===== config.mk =====
export PLATFORM = sky130hd
export DESIGN_NAME = inv_sqrt_arbiter
export DESIGN_NICKNAME = d
export VERILOG_FILES = /design/src/rtl/inv_sqrt_arbiter.sv
export SDC_FILE = /design/constraint.sdc
export NUM_CORES = 1
export LEC_CHECK = 0
export ABC_AREA = 1
export CORE_MARGIN = 2
export CORE_UTILIZATION = 43
export DETAILED_ROUTE_END_ITERATION = 6
export MAX_ROUTING_LAYER = met4
export PLACE_DENSITY = 0.77
export SKIP_LAST_GASP = 1
export SYNTH_ARGS = -nofsm -noshare
export SYNTH_HDL_FRONTEND = slang
export SYNTH_SLANG_ARGS = --single-unit

===== constraint.sdc =====
create_clock -name clk -period 2.5 [get_ports clk]
set_clock_uncertainty 0.15 [all_clocks]
set_input_delay 0.375 -clock clk [delete_from_list [all_inputs] [get_ports clk]]
set_output_delay 0.375 -clock clk [all_outputs]
set_load 0.02 [all_outputs]

===== src/rtl/inv_sqrt_arbiter.sv =====
// Round-robin front end sharing one inverse-square-root engine among N_REQ requesters, one job in flight.
// Latency: req_ready pulse -> eng_valid_in next cycle; results are held on rsp_valid until the owner takes them.
module inv_sqrt_arbiter #(
    parameter int INT_WIDTH   = 12,
    parameter int FRACT_WIDTH = 4,
    parameter int N_REQ       = 3,
    parameter int TIMEOUT     = 255,
    localparam int W  = INT_WIDTH + FRACT_WIDTH,
    localparam int GW = (N_REQ > 1) ? $clog2(N_REQ) : 1,
    localparam int CW = (TIMEOUT > 1) ? $clog2(TIMEOUT + 1) : 1
) (
    input  logic                 clk,
    input  logic                 rst,
    input  logic [N_REQ-1:0]     req_valid,
    input  logic [N_REQ*W-1:0]   req_data,
    output logic [N_REQ-1:0]     req_ready,
    output logic [N_REQ-1:0]     rsp_valid,
    output logic [W-1:0]         rsp_data,
    output logic                 rsp_err,
    input  logic [N_REQ-1:0]     rsp_ready,
    output logic [W-1:0]         eng_data_in,
    output logic                 eng_valid_in,
    input  logic                 eng_ready_in,
    input  logic [W-1:0]         eng_data_out,
    input  logic                 eng_valid_out,
    output logic                 eng_ready_out,
    output logic                 busy,
    output logic [GW-1:0]        grant_id
);

    typedef enum logic [1:0] {
        IDLE,
        ISSUE,
        WAIT,
        RETURN
    } state_t;

    state_t          state;
    logic [GW-1:0]   last_grant;
    logic [CW-1:0]   wait_cnt;
    logic [GW-1:0]   pick_idx;

    // Lowest requester above last_grant wins; otherwise wrap to the lowest overall.
    always_comb begin
        pick_idx = '0;
        for (int i = N_REQ - 1; i >= 0; i--) begin
            if (req_valid[i]) begin
                pick_idx = GW'(i);
            end
        end
        for (int i = N_REQ - 1; i >= 0; i--) begin
            if (req_valid[i] && (GW'(i) > last_grant)) begin
                pick_idx = GW'(i);
            end
        end
    end

    always_ff @(posedge clk or posedge rst) begin
        if (rst) begin
            state         <= IDLE;
            req_ready     <= '0;
            rsp_valid     <= '0;
            rsp_data      <= '0;
            rsp_err       <= 1'b0;
            eng_data_in   <= '0;
            eng_valid_in  <= 1'b0;
            eng_ready_out <= 1'b0;
            busy          <= 1'b0;
            grant_id      <= '0;
            wait_cnt      <= '0;
            last_grant    <= GW'(N_REQ - 1);
        end else begin
            case (state)
                IDLE: begin
                    if (|req_valid) begin
                        req_ready   <= N_REQ'(1) << pick_idx;
                        grant_id    <= pick_idx;
                        eng_data_in <= req_data[int'(pick_idx)*W +: W];
                        busy        <= 1'b1;
                        state       <= ISSUE;
                    end
                end

                ISSUE: begin
                    if (req_ready != '0) begin
                        // The req_ready cycle is the acceptance point; a withdrawn request is dropped.
                        req_ready <= '0;
                        if (req_valid[grant_id]) begin
                            eng_valid_in <= 1'b1;
                        end else begin
                            busy  <= 1'b0;
                            state <= IDLE;
                        end
                    end else if (eng_ready_in) begin
                        eng_valid_in  <= 1'b0;
                        eng_ready_out <= 1'b1;
                        wait_cnt      <= '0;
                        state         <= WAIT;
                    end
                end

                WAIT: begin
                    if (eng_valid_out) begin
                        rsp_data      <= eng_data_out;
                        rsp_err       <= 1'b0;
                        eng_ready_out <= 1'b0;
                        rsp_valid     <= N_REQ'(1) << grant_id;
                        state         <= RETURN;
                    end else if (wait_cnt == CW'(TIMEOUT - 1)) begin
                        rsp_data      <= '0;
                        rsp_err       <= 1'b1;
                        eng_ready_out <= 1'b0;
                        rsp_valid     <= N_REQ'(1) << grant_id;
                        state         <= RETURN;
                    end else begin
                        wait_cnt <= wait_cnt + CW'(1);
                    end
                end

                RETURN: begin
                    if (rsp_ready[grant_id]) begin
                        last_grant <= grant_id;
                        rsp_valid  <= '0;
                        busy       <= 1'b0;
                        state      <= IDLE;
                    end
                end

                default: state <= IDLE;
            endcase
        end
    end

endmodule


==> results of run 1 <==
## placed cells by master, fill, tap and decap left out, types with 3 or more instances in the layout
master,Yosys,layout
clkdlybuf4s50_1,0,117
nand2_1,111,111
dfrtp_1,55,55
nand3_1,39,39
nor2_1,26,26
inv_1,22,21
a22o_1,16,16
a21oi_1,15,15
o21ai_0,12,12
buf_4,0,7
nand2_2,6,6
xor2_1,6,6
nand4_1,5,5
clkbuf_8,0,5
nor2_4,4,4
o21ai_2,4,4
inv_2,2,3
or2_0,3,3
## stage by stage
| stage | setup WS [ns] | instance area, sq um | instances | hold slack [ns] | util (%) |
|---|---|---|---|---|---|
| final | 0.540 | 4220 | 546 | 0.253 | 65.7 |
| after floorplan | 0.605 | 2880 | 348 | 0.304 | - |
| after CTS | 0.537 | 4220 | 546 | 0.281 | 65.7 |
| after global routing | 0.438 | 4220 | 546 | 0.292 | 65.7 |
| after global placement | 0.366 | 4110 | 538 | 0.306 | 63.9 |
| after detailed placement | 0.302 | 4110 | 538 | 0.322 | 63.9 |
## worst paths after layout
path                                from              to  depth (start not counted)  slack (ns)
max                          grant_id[0]     grant_id[0]                          1        0.54
min                                  rst    rsp_data[10]                          2        0.25
max reg2reg                last_grant[1]  eng_data_in[3]                          9        0.66
min reg2reg                 eng_valid_in    eng_valid_in                          2        0.34
max in group asynchronous            rst  eng_data_in[3]                          3        1.34
min in group clk            eng_valid_in    eng_valid_in                          2        0.34
## power by group through the flow
stage	clock [mW]	sequential, mW	combinational (mW)
floorplan	0	1.93	1.15
global placement	0	1.55	2.51
detailed placement	0	1.55	2.56
CTS	0.620	1.55	2.57
global route	0.662	1.60	2.80
finish	0.605	1.55	2.55
## final cells by class
cell class	instances	area [sq um]	area share, %
well taps	77	96.3	2.28
multi-input cells	257	1290	30.6
inverters	24	90.1	2.13
flip-flops and latches	56	1400	33.2
clock buffers	5	68.8	1.63
clock inverters	3	47.5	1.13
repair buffers	124	1220	29.0
## logic make-up (layout without fill, tap and decap cells)
group	count (synthesis)	count (layout)
xor+xnor	6	6
simple gates	201	201
compound gates	48	48
buf+inv	35	156
fa+ha+maj	2	2
flops	56	56
## cell usage after synthesis (all sizes together)
master | n | area share, %
a21oi | 16 | 2.9
xor2 | 6 | 1.8
nand3b | 1 | 0.39
dfstp | 1 | 0.91
dfrtp | 55 | 48
buf | 11 | 3.2
or2 | 6 | 1.3
nand3 | 39 | 6.8
and2 | 1 | 0.22
nor2 | 31 | 5.2
ha | 2 | 0.87
o21ai | 16 | 3.3
inv | 24 | 3.1
nand2 | 118 | 16
a22o | 16 | 4.9
nand4 | 5 | 1.1
## state kept, by name, indices dropped and copies added, names as in the netlist, named ones only
signal	flops
state	1
eng_ready_out	1
rsp_valid	3
grant_id	2
busy	1
eng_valid_in	1
rsp_err	1
wait_cnt	8
rsp_data	16
req_ready	3
eng_data_in	16
last_grant	2
## layer usage
| layer | track usage (%) | share of wire, % | vias to the layer above |
|---|---|---|---|
| li1 | - | - | 1376 |
| met1 | 30.4 | 43 | 1299 |
| met2 | 35.5 | 47 | 135 |
| met3 | 4.72 | 9.1 | 10 |
| met4 | 6.35 | 1.1 | 0 |
| met5 | - | 0 | - |
==> run metrics, run 1 <==
status finished with violations; violated checks design-rule violations; post-synthesis sequential area ratio 48.7%; PortBufs 117; Post-route DRC 9; DRT iter0 DRCs 164; # nets final 544; crit start category register; maxcap violations 0; wire length per cell 14.2 um; share of cells above drive strength 1 8.10%; CTS Root Cell clkbuf_8; crit path kind reg2out; slew at the pin closest to its max-slew limit 0.487 ns; Worst-path clk slew 0.10 ns; Sink Count 56; Hold Path Class in2async; DRT Wirelength 7730 um; final hold viol count 0; Final GP Congestion 0.931; die area 7360 sq um; compound-cell area share of the yosys netlist 11.1%; Chip Width 85.8 um; Synth Area in Simple Gates 31.1%; setup_tns 0 ns; power share of the combinational group 54.2%; Setup Buffers After CTS 0; Crit path max-delay family buffers and inverters; Final period util 78.4%; Fmax 510 MHz; Pre-antenna DRT Iters 7; Initial Util 44.8%; Post-Synth Adder-Cell Area 0.870%; xor and xnor area share after synthesis 1.83%; relative slew slack 67.5%; Switching Share 42.4%; syn nets 424; io pins 118; Internal Power 2.71 mW; mux share of post-synthesis cell area 0%; Worst setup EP type output port; worst skew pair latency 0.31 ns; max-slew violation count 0; largest family of logic cells by synthesized area simple AND/OR/NAND/NOR gates; Seq pwr share 32.9%; largest net degree at the start of global routing 32; worst path bufs/invs 1; crit path DAT 1.44 ns; power per cell area 1110 nW/um^2; initial antenna violation count 0; Antenna Nets Post-Route 0; FF+latch count, synth 56; unrepaired setup endpoints after global routing no; critical-path cell with the highest stage delay clkdlybuf4s50_1; final setup fails 0; Req. time, crit path 1.98 ns; grt ovf 0; Clk pwr share 12.9%; fillers 527; CTS tree built; CORE AREA 6420 sq um; Leakage 1.97 nW; Via density 5.16; H-tree levels 2; vias in the first global route 2770; switching pwr 1.99 mW; total CTS buffers 5; Yosys cell types 26; yosys warns 0; diode count 0; VDD IR max 0.604 mV; cells along the critical path clkdlybuf4s50_1; cts hold-fix bufs 0; total number of vias 2820; # rows 29; clk buf depth 2; Total Power 4.70 mW; critical path's largest stage delay 0.67 ns; Post-Syn Area 2880 sq um; HPWL Detailed 5850 um; post-cts sizing count 0; overall routing resource usage 22.8%; first-pass GRT wire length 13000 um; Die Y 85.8 um; Synth Instances 348; critical path peak fanout 6; synthesis-to-layout area growth 46.7%; min Tclk post-route 1.96 ns; synthesized area per cell 8.27 sq um
(Power assumes the default switching activity.)
==> run 2: changes to the inputs <==
--- a/config.mk
+++ b/config.mk
@@ -7,10 +7,10 @@
 export LEC_CHECK = 0
 export ABC_AREA = 1
 export CORE_MARGIN = 2
-export CORE_UTILIZATION = 43
+export CORE_UTILIZATION = 39
 export DETAILED_ROUTE_END_ITERATION = 6
 export MAX_ROUTING_LAYER = met4
-export PLACE_DENSITY = 0.77
+export PLACE_DENSITY = 0.74
 export SKIP_LAST_GASP = 1
 export SYNTH_ARGS = -nofsm -noshare
 export SYNTH_HDL_FRONTEND = slang
==> constraint.sdc (replaced) <==
create_clock -name clk -period 1.66 [get_ports clk]
set_clock_uncertainty 0.15 [all_clocks]
set_input_delay 0.249 -clock clk [delete_from_list [all_inputs] [get_ports clk]]
set_output_delay 0.249 -clock clk [all_outputs]
set_load 0.02 [all_outputs]
==> run metrics, run 2 (synthesis results as in run 1) <==
PortBufs 117; setup_tns 0 ns; CTS Root Cell clkbuf_8; Switching Share 43.9%; Final GP Congestion 0.960; # nets final 582; die area 8080 sq um; worst skew pair latency 0.31 ns; min Tclk post-route 1.63 ns; fin cells 606; share of cells above drive strength 1 21.5%; Worst setup EP type register; vias in the first global route 2908; Initial Util 39.9%; crit start category register; met3 routed WL 556 um; Total Power 7.52 mW; max-slew violation count 0; crit path kind reg2reg; initial antenna violation count 0; wire length per cell 13.9 um; clk buf depth 2; Setup WS pre-CTS -0.226 ns; io pins 118; Antenna Nets Post-Route 0; diode count 0; unrepaired setup endpoints after global routing yes; total number of vias 3008; HPWL Detailed 6320 um; Req. time, crit path 1.71 ns; final setup fails 0; DRT Wirelength 8440 um; Clk pwr share 10.2%; Seq pwr share 30.7%; synthesis-to-layout area growth 64.5%; Via density 4.96; Post-route DRC 0; power per cell area 1590 nW/um^2; Sink Count 56; overall routing resource usage 21.0%; grt ovf 0; Internal Power 4.22 mW; CTS tree built; Chip Width 89.9 um; routed wl met2 4090 um; Pre-antenna DRT Iters 4; critical path peak fanout 7; final hold viol count 0; DRT iter0 DRCs 139; # rows 31; Top Layer Used met4; Worst-path clk slew 0.11 ns; commonest non-fill, non-tap cell in the layout nand2_1; Leakage 2.31 nW; CORE AREA 7210 sq um; crit path DAT 1.68 ns; Fmax 613 MHz; H-tree levels 2; Worst Slack Setup Final 0.0291 ns; VDD IR max 0.661 mV; Final period util 98.2%; switching pwr 3.30 mW; fillers 640; Die Y 89.9 um; placed instance count 592; power share of the combinational group 59.2%; most frequent cells in the layout nand2_1, clkdlybuf4s50_1, dfrtp_1; first-pass GRT wire length 13600 um; relative slew slack 69.7%; top flop regs eng_data_in: 16 flops, rsp_data: 16 flops, wait_cnt: 8 flops; Hold Path Class in2async; cts hold-fix bufs 0; total CTS buffers 5; maxcap violations 0; status finished clean; largest net degree at the start of global routing 19; metal1 wirelength 3640 um; slew at the pin closest to its max-slew limit 0.454 ns
## run 2: metal layers
metal | vias to the layer above | GRT usage [%]
li1 | 1459 | -
met1 | 1405 | 27.0
met2 | 129 | 33.5
met3 | 15 | 5.03
met4 | 0 | 6.03
met5 | - | -
## run 2: cell type report
cell class | instances | area [sq um] | share of cell area, %
clock buffers | 5 | 68.8 | 1.45
clock inverters | 3 | 23.8 | 0.502
inverters | 24 | 98.8 | 2.09
multi-input cells | 257 | 1410 | 29.9
flip-flops and latches | 56 | 1410 | 29.7
well taps | 99 | 124 | 2.62
repair buffers | 162 | 1600 | 33.8
## run 2: stage by stage
stage                     hold slack (ns)  instance area (sq um)  util, %
final                               0.148                   4730     65.6
after global routing                0.158                   4730     65.6
after CTS                           0.169                   4480     62.1
after detailed placement            0.323                   4440     61.5
after global placement              0.316                   4440     61.5
after floorplan                     0.179                   2880        -
## run 2: power groups by stage
stage	Sequential, mW	Combinational [mW]	Clock [mW]
after floorplan	2.90	1.73	0
after global placement	2.30	4.30	0
after detailed placement	2.31	4.40	0
after CTS	2.28	4.07	0.780
after global routing	2.38	4.84	0.842
final	2.31	4.45	0.766
## run 2: final timing paths
check                             start       endpoint  slack [ns]  depth (start not counted)
max                         wait_cnt[0]    rsp_data[5]        0.03                          9
min                                 rst  last_grant[0]        0.15                          2
max reg2reg                 wait_cnt[0]    rsp_data[5]        0.03                          9
min reg2reg                eng_valid_in   eng_valid_in        0.33                          2
max in group asynchronous           rst   rsp_data[11]        0.79                          3
min in group clk           eng_valid_in   eng_valid_in        0.33                          2
## run 2: worst max-delay path, stage by stage (launching register included)
cell and delay, ns:
dfrtp_1 0.40, inv_2 0.08, ha_4 0.13, nand2_2 0.05, nor2_2 0.12, nand2_2 0.07, nand2_2 0.09, nand2_4 0.09
clkbuf_16 0.17, a22o_1 0.18
## run 2: timing repair
item	4_1_cts	5_1_grt
cloned	0	2
setup buffers	0	4
pin swaps	0	16
endpoints found under the setup margin	46	49
gates resized for setup	45	53
==> run 3: changes to the inputs <==
--- a/config.mk
+++ b/config.mk
@@ -6,8 +6,10 @@
 export NUM_CORES = 1
 export LEC_CHECK = 0
 export ABC_AREA = 1
+export CORE_ASPECT_RATIO = 2
 export CORE_MARGIN = 2
 export CORE_UTILIZATION = 39
+export CTS_BUF_LIST = sky130_fd_sc_hd__clkbuf_8 sky130_fd_sc_hd__clkbuf_16
 export DETAILED_ROUTE_END_ITERATION = 6
 export MAX_ROUTING_LAYER = met4
 export PLACE_DENSITY = 0.74
==> run metrics, run 3 (synthesis results as in run 1) <==
status finished with violations; violated checks negative setup slack; Seq pwr share 29.0%; worst path bufs/invs 2; # rows 44; Antenna Nets Post-Route 0; worst skew pair latency 0.29 ns; slew at the pin closest to its max-slew limit 0.387 ns; Worst-path clk slew 0.07 ns; Crit path max-delay family simple AND/OR/NAND/NOR gates; top flop regs eng_data_in: 16 flops, rsp_data: 16 flops, wait_cnt: 8 flops; final setup fails 20; die area 8120 sq um; unrepaired setup endpoints after global routing yes; total CTS buffers 5; PortBufs 117; Total Power 7.85 mW; Final GP Congestion 0.831; Pre-antenna DRT Iters 5; routed wl met2 4930 um; Initial Util 39.9%; vias in the first global route 2889; synthesis-to-layout area growth 68.5%; overall routing resource usage 21.2%; HPWL Detailed 6250 um; first-pass GRT wire length 13300 um; VDD IR max 0.926 mV; grt ovf 0; metal1 wirelength 3020 um; met3 routed WL 437 um; clk buf depth 2; min Tclk post-route 1.71 ns; most frequent cells in the layout nand2_1, clkdlybuf4s50_1, dfrtp_1; critical path's largest stage delay 0.39 ns; Sink Count 56; Worst Slack Setup Final -0.0543 ns; Clk pwr share 13.5%; commonest non-fill, non-tap cell in the layout nand2_1; maxcap violations 0; CTS tree built; power share of the combinational group 57.5%; crit start category register; Die Y 125 um; share of cells above drive strength 1 21.4%; CORE AREA 7210 sq um; io pins 118; crit path kind reg2reg; cts hold-fix bufs 0; Top Layer Used met4; max-slew violation count 0; final hold viol count 0; Chip Width 64.7 um; diode count 0; Worst setup EP type register; Final period util 103%; critical-path cell with the highest stage delay dfrtp_1; crit-path most repeated cell nand2_2; Fin Hold WS 0.0929 ns; Via density 4.93; Req. time, crit path 1.69 ns; DRT Wirelength 8570 um; Leakage 2.54 nW; wire length per cell 14.2 um; final core utilization 67.2%; switching pwr 3.27 mW; DRT iter0 DRCs 155; fillers 586; crit path DAT 1.75 ns; Hold Path Class in2async; largest net degree at the start of global routing 30; initial antenna violation count 0; Switching Share 41.6%; cells along the critical path inv_2 -> ha_4 -> nand2_2 -> nor2_2 -> nand2_2 -> nand2_4 -> nand2_8 -> clkbuf_16 -> a22o_1; Post-route DRC 0; relative slew slack 74.1%; critical path peak fanout 6; CTS Root Cell clkbuf_16; power per cell area 1620 nW/um^2; H-tree levels 2; Internal Power 4.58 mW; total number of vias 2980; Setup WS pre-CTS -0.226 ns; Fmax 583 MHz; # nets final 588
run 3: routing by layer:
metal,vias to the layer above,track usage (%)
li1,1469,-
met1,1405,22.3
met2,93,38.9
met3,13,3.87
met4,0,6.76
met5,-,-
run 3: power by group through the flow:
stage          logic [mW]  clock network (mW)  registers [mW]
2_1_floorplan        1.73                   0            2.90
4_1_cts              4.11                1.08            2.27
3_3_place_gp         4.21                   0            2.29
5_1_grt              4.90                1.14            2.35
3_5_place_dp         4.28                   0            2.30
6_report             4.52                1.06            2.27
run 3: path summary, 6_finish.rpt:
kind / from / endpoint / slack [ns] / cells after the start
worst max-delay path: wait_cnt[0] / rsp_data[3] / -0.05 / 9
worst min register to register: eng_valid_in / eng_valid_in / 0.33 / 2
worst min-delay path: rst / eng_data_in[4] / 0.09 / 2
max in group asynchronous: rst / rsp_data[13] / 0.77 / 3
min in group clk: eng_valid_in / eng_valid_in / 0.33 / 2
worst max register to register: wait_cnt[0] / rsp_data[3] / -0.05 / 9
run 3: stage by stage:
stage	cell area (sq um)	setup TNS, ns	instances
3_3_place_gp	4370	-3.97	584
4_1_cts	4500	-0.0150	592
6_report	4850	-0.503	605
2_1_floorplan	2880	0	348
5_1_grt	4850	-2.68	605
3_5_place_dp	4370	-4.73	584
run 3: cell type report:
| class | count | area (sq um) | area share, % |
|---|---|---|---|
| Timing Repair Buffer | 168 | 1650 | 34.1 |
| Sequential cell | 56 | 1400 | 28.9 |
| Multi-Input combinational cell | 257 | 1440 | 29.6 |
| Clock inverter | 2 | 7.51 | 0.155 |
| Clock buffer | 6 | 139 | 2.86 |
| Inverter | 24 | 96.3 | 1.99 |
| Tap cell | 92 | 115 | 2.37 |
run 3: repair_timing:
item | 4_1_cts | 5_1_grt
pin swaps | 0 | 18
endpoints found under the setup margin | 47 | 63
resized for setup | 32 | 61
cloned | 0 | 3
buffers inserted | 0 | 10
